[config.mk]
export PLATFORM = sky130hd
export DESIGN_NAME = serial_sub_ctrl
export DESIGN_NICKNAME = d
export VERILOG_FILES = /design/src/rtl/serial_sub_ctrl_pkg.sv /design/src/rtl/serial_sub_ctrl_fs_cell.sv /design/src/rtl/serial_sub_ctrl.sv
export SDC_FILE = /design/constraint.sdc
export NUM_CORES = 1
export LEC_CHECK = 0
export BUFFER_PORTS_ARGS = -buffer_cell sky130_fd_sc_hd__buf_2
export CAP_MARGIN = 20
export CORE_MARGIN = 8
export CORE_UTILIZATION = 53
export CTS_CLUSTER_SIZE = 10
export DETAILED_ROUTE_END_ITERATION = 10
export PLACE_DENSITY = 0.74
export SLEW_MARGIN = 40
export SYNTH_ARGS = -nofsm -noshare
export SYNTH_HDL_FRONTEND = slang
export SYNTH_SLANG_ARGS = --single-unit
[constraint.sdc]
create_clock -name clk -period 1.9 [get_ports clk]
set_input_delay 0.38 -clock clk [delete_from_list [all_inputs] [get_ports clk]]
set_output_delay 0.38 -clock clk [all_outputs]
set_load 0.03 [all_outputs]
[src/rtl/serial_sub_ctrl_pkg.sv]
// Shared definitions for the bit-serial subtraction controller.
//   - State encoding for the controller FSM.
//   - Default operand width.
package serial_sub_ctrl_pkg;

  localparam int DEFAULT_WIDTH = 8;

  localparam logic [1:0] ENC_IDLE  = 2'd0;
  localparam logic [1:0] ENC_SHIFT = 2'd1;
  localparam logic [1:0] ENC_DONE  = 2'd2;

  typedef enum logic [1:0] {
    IDLE  = ENC_IDLE,
    SHIFT = ENC_SHIFT,
    DONE  = ENC_DONE
  } state_t;

endpackage

[src/rtl/serial_sub_ctrl_fs_cell.sv]
// One-bit full subtractor, purely combinational.
// Ports:
//   ai, bi  operand bits (minuend, subtrahend)
//   bin     borrow in
//   d       difference bit
//   bout    borrow out
module fs_cell (
  input  logic ai,
  input  logic bi,
  input  logic bin,
  output logic d,
  output logic bout
);

  assign d    = ai ^ bi ^ bin;
  assign bout = (~ai & bi) | (~(ai ^ bi) & bin);

endmodule

[src/rtl/serial_sub_ctrl.sv]
// Bit-serial subtraction controller: computes a - b over WIDTH cycles,
// LSB first, using a single fs_cell.
// Ports:
//   clk, rst_n        clock, async active-low reset
//   start, a, b       request and operands (sampled only in IDLE)
//   busy              high while bits are being processed
//   done              one-cycle pulse when results are final
//   diff              a - b mod 2^WIDTH
//   borrow_out        1 iff a < b (unsigned)
//   ovf               two's complement overflow of a - b
//
// state | meaning
// IDLE  | waiting for start; results held
// SHIFT | one bit processed per cycle
// DONE  | results final, done pulse
module serial_sub_ctrl
  import serial_sub_ctrl_pkg::*;
#(
  parameter int WIDTH = DEFAULT_WIDTH
) (
  input  logic             clk,
  input  logic             rst_n,
  input  logic             start,
  input  logic [WIDTH-1:0] a,
  input  logic [WIDTH-1:0] b,
  output logic             busy,
  output logic             done,
  output logic [WIDTH-1:0] diff,
  output logic             borrow_out,
  output logic             ovf
);

  localparam int CW = $clog2(WIDTH + 1);
  localparam logic [CW-1:0] LAST_BIT = CW'(WIDTH - 1);

  state_t state, state_nxt;

  logic [WIDTH-1:0] a_sh;
  logic [WIDTH-1:0] b_sh;
  logic             brw;
  logic [CW-1:0]    cnt;
  logic             sa;
  logic             sb;
  logic             cell_d;
  logic             cell_bout;
  logic             accept;
  logic             last_step;

  fs_cell u_cell (
    .ai   (a_sh[0]),
    .bi   (b_sh[0]),
    .bin  (brw),
    .d    (cell_d),
    .bout (cell_bout)
  );

  assign accept    = (state == IDLE) && start;
  assign last_step = (state == SHIFT) && (cnt == LAST_BIT);

  always_ff @(posedge clk or negedge rst_n) begin
    if (!rst_n) begin
      state <= IDLE;
    end else begin
      state <= state_nxt;
    end
  end

  always_comb begin
    state_nxt = state;
    case (state)
      IDLE:    if (start) state_nxt = SHIFT;
      SHIFT:   if (last_step) state_nxt = DONE;
      DONE:    state_nxt = IDLE;
      default: state_nxt = IDLE;
    endcase
  end

  // busy/done decode straight from the state register, so they carry no
  // combinational dependence on the inputs.
  always_comb begin
    busy = 1'b0;
    done = 1'b0;
    case (state)
      SHIFT:   busy = 1'b1;
      DONE:    done = 1'b1;
      default: ;
    endcase
  end

  always_ff @(posedge clk or negedge rst_n) begin
    if (!rst_n) begin
      a_sh       <= '0;
      b_sh       <= '0;
      brw        <= 1'b0;
      cnt        <= '0;
      sa         <= 1'b0;
      sb         <= 1'b0;
      diff       <= '0;
      borrow_out <= 1'b0;
      ovf        <= 1'b0;
    end else if (accept) begin
      a_sh <= a;
      b_sh <= b;
      brw  <= 1'b0;
      cnt  <= '0;
      sa   <= a[WIDTH-1];
      sb   <= b[WIDTH-1];
    end else if (state == SHIFT) begin
      brw  <= cell_bout;
      // difference bits enter at the MSB and walk down, so the first bit
      // computed ends in bit 0 after WIDTH steps
      diff <= {cell_d, diff[WIDTH-1:1]};
      a_sh <= a_sh >> 1;
      b_sh <= b_sh >> 1;
      cnt  <= cnt + CW'(1);
      if (last_step) begin
        borrow_out <= cell_bout;
        ovf        <= (sa ^ sb) & (sa ^ cell_d);
      end
    end
  end

endmodule

==> results.py <==
metrics = {
    "final_layout": {
        "layout_common_cells": "39 x nand2_1, 35 x dfrtp_1, 29 x buf_2, 18 x o21ai_0, 13 x a22oi_1",
        "diodes": 0,
        "area_growth_pct": 18.43,
        "drive_gt1_share_pct": 26.70,
        "layout_commonest_cell": "nand2_1",
        "multi_input_area_um2": 634.4,
        "num-fill-cells": 264,
        "fin_nets": 211,
        "regArea_um2": 875.8,
    },
    "synthesis": {
        "syn_inst": 155,
        "ys_async_sr_fraction_pct": 100.0,
        "ys_ff_latch": 35,
        "syn_area_um2": 1582,
        "synth_edf_count": 0,
        "syn_nets": 176,
        "ys_seq_area_share_pct": 55.38,
        "ys_types": 28,
        "synth_warnings": 0,
        "synth_flop_cell": "dfrtp_1",
        "avgSynthCellArea_um2": 10.20,
    },
    "clocking": {
        "cts_root_buffer": "clkbuf_4",
        "clkSinkCount": 35,
        "cts_resized": 0,
        "cts_hold_buf": 0,
        "cts_tree": "built",
        "clk_latency_ns": 0.34,
        "postCtsSetupRepairBufs": 0,
        "numCtsBuffers": 5,
        "htree_levels": 2,
        "clock_path_buffers": 2,
        "clk_pin_slew_ns": 0.11,
    },
    "die": {
        "num_rows": 20,
        "fp.dieH_um": 70.63,
        "die_w_um": 70.63,
        "coreArea_um2": 2953,
        "io_pins": 31,
        "start_util_pct": 53.56,
        "die_area_um2": 4988,
    },
    "power": {
        "powerDensity_nw_per_um2": 1817,
        "switching_share_pct": 40.25,
        "switching_power_mw": 1.370,
        "power_mw": 3.404,
        "pwr-share-seq_pct": 37.8,
        "worst_ir_drop_vdd_uv": 750.5,
        "internal-power_mw": 2.034,
        "p_clk_share_pct": 19.4,
        "p_leak_nw": 0.9160,
        "p_comb_share_pct": 42.8,
    },
    "global_route": {
        "gr-usage-met3_pct": 4.237,
        "grt_overflow": 0,
        "busiest_layer": "met2",
        "grt_pass1_vias": 1301,
        "antenna_found_initial": 0,
        "use_met1_pct": 15.73,
        "grt.total_usage_pct": 14.56,
        "grt_max_degree": 36,
        "grt_first_pass_wirelength_mm": 5.789,
        "grtUsageMet2_pct": 25.46,
    },
    "sta": {
        "finalHoldViolations": 35,
        "whs_ns": -0.02682,
        "setup_viol": 0,
        "worst_slew_pin_slew_ns": 0.4382,
        "slew_headroom_pct": 70.78,
        "drv_slew": 0,
        "fmax_ghz": 0.5795,
        "grt_setup_unrepaired": "no",
        "fin_crit_ns": 1.726,
        "clock_skew_ns": 0.01090,
        "fin_crit_sh_pct": 90.82,
        "tns_ns": 0,
    },
    "worst_setup_path": {
        "r2r_slack_ns": 0.32,
        "startpoint_type": "flip-flop",
        "cp_num_cells": 3,
        "cp-startpoint": "state[1]",
        "crit_buf_inv": 2,
        "slowest_delay_ns": 0.39,
        "path_delay_family": "flip-flops",
        "worstRegToRegCells": 5,
        "cp_cell_sequence": "nand2b_2, inv_1, buf_2",
        "worst_ep_arrival_time_ns": 1.35,
        "critical_path.endpoint": "busy",
        "rr_endpoint": "ovf",
        "critPathKind": "flip-flop to output pin",
        "crit_slowest_cell": "dfrtp_1",
        "reg2reg_from": "b_sh[0]",
        "path_max_fanout": 13,
        "worstSetupEndpointType": "output pin",
        "worst_ep_required_time_ns": 1.52,
    },
    "drt": {
        "wl_per_cell_um": 15.53,
        "wl_mm": 3.478,
        "drtIter0Drc": 65,
        "via_per_inst": 5.500,
        "drcViolationCount": 0,
        "drtPass1Iterations": 4,
        "vias": 1232,
        "ant_nets": 0,
    },
    "flow_run": {
        "max-cap-violations": 0,
    },
    "status": {
        "status": "complete, but fails checks",
        "violations": "hold timing",
    },
    "place": {
        "hpwl_mm": 2.460,
        "gp_congestion": 0.7524,
        "port_buffers": 30,
    },
    "hold_path": {
        "hold_class": "input port to asynchronous set/reset pin",
    },
}
==> sequential cells by signal, indices dropped and copies added (netlist names) <==
| signal | cells |
|---|---|
| b_sh | 8 |
| ovf | 1 |
| brw | 1 |
| cnt | 4 |
| diff | 8 |
| state | 2 |
| sb | 1 |
| borrow_out | 1 |
| a_sh | 8 |
| sa | 1 |
==> cell type report <==
cell class / instances / area share, %
Inverter: 4 / 0.8016
Timing Repair Buffer: 37 / 10.96
Clock inverter: 2 / 3.206
Tap cell: 33 / 2.204
Clock buffer: 6 / 2.204
Multi-Input combinational cell: 107 / 33.87
Sequential cell: 35 / 46.76
==> through the flow <==
stage,instances,hold WS [ns],util [%],cell area [um2],setup slack [ns]
3_5_place_dp,216,0.4648,59.92,1769,0.3759
2_1_floorplan,155,0.08441,-,1582,0.3306
3_3_place_gp,216,0.4550,59.92,1769,0.4047
6_report,224,-0.02682,63.43,1873,0.1743
5_1_grt,224,0.0008896,63.43,1873,0.06408
4_1_cts,224,0.1278,63.35,1871,0.1685
==> worst min-delay path by stage <==
stage,depth (start not counted),end
2_1_floorplan,0,a_sh[0]
3_3_place_gp,2,diff[0]
3_5_place_dp,2,diff[0]
4_1_cts,1,borrow_out
5_1_grt,1,b_sh[3]
6_report,1,b_sh[1]
==> cell families (layout without fill, tap and decap cells) <==
group | Yosys count | after routing | synth area share, %
AND/OR/NAND/NOR | 58 | 58 | 17.96
AO/OA/AOI/OAI | 42 | 42 | 16.69
flip-flops | 35 | 35 | 55.38
buffers and inverters | 13 | 49 | 4.509
multiplexers | 5 | 5 | 3.402
adder cells (fa/ha/maj) | 2 | 2 | 2.057
==> power by group through the flow <==
stage               logic, mW  clock network [mW]  registers, mW
floorplan               0.872                   0           1.44
CTS                      1.47               0.676           1.28
global route             1.61               0.703           1.32
finish                   1.46               0.661           1.29
global placement         1.40                   0           1.28
detailed placement       1.45                   0           1.30
==> synth_stat cells, types with 2 or more instances <==
library cell	n	area [um2]
mux2_2	3	33.78
a22o_1	3	26.28
a21oi_1	6	30.03
clkbuf_1	2	7.510
nand3_1	3	15.01
nor2b_1	6	37.54
dfrtp_1	35	875.8
a22oi_1	13	97.59
nand2_1	39	146.4
buf_4	3	22.52
mux2i_1	2	20.02
o21ai_0	18	90.09
nand2b_1	2	12.51
buf_2	3	15.01
inv_1	4	15.01
==> routing by layer <==
layer	part of all wire, %	wire length, um
met5	0	0
met4	1.2	43
met3	4.2	146
met2	50	1752
met1	44	1535
Power figures use the tool's default switching activity.
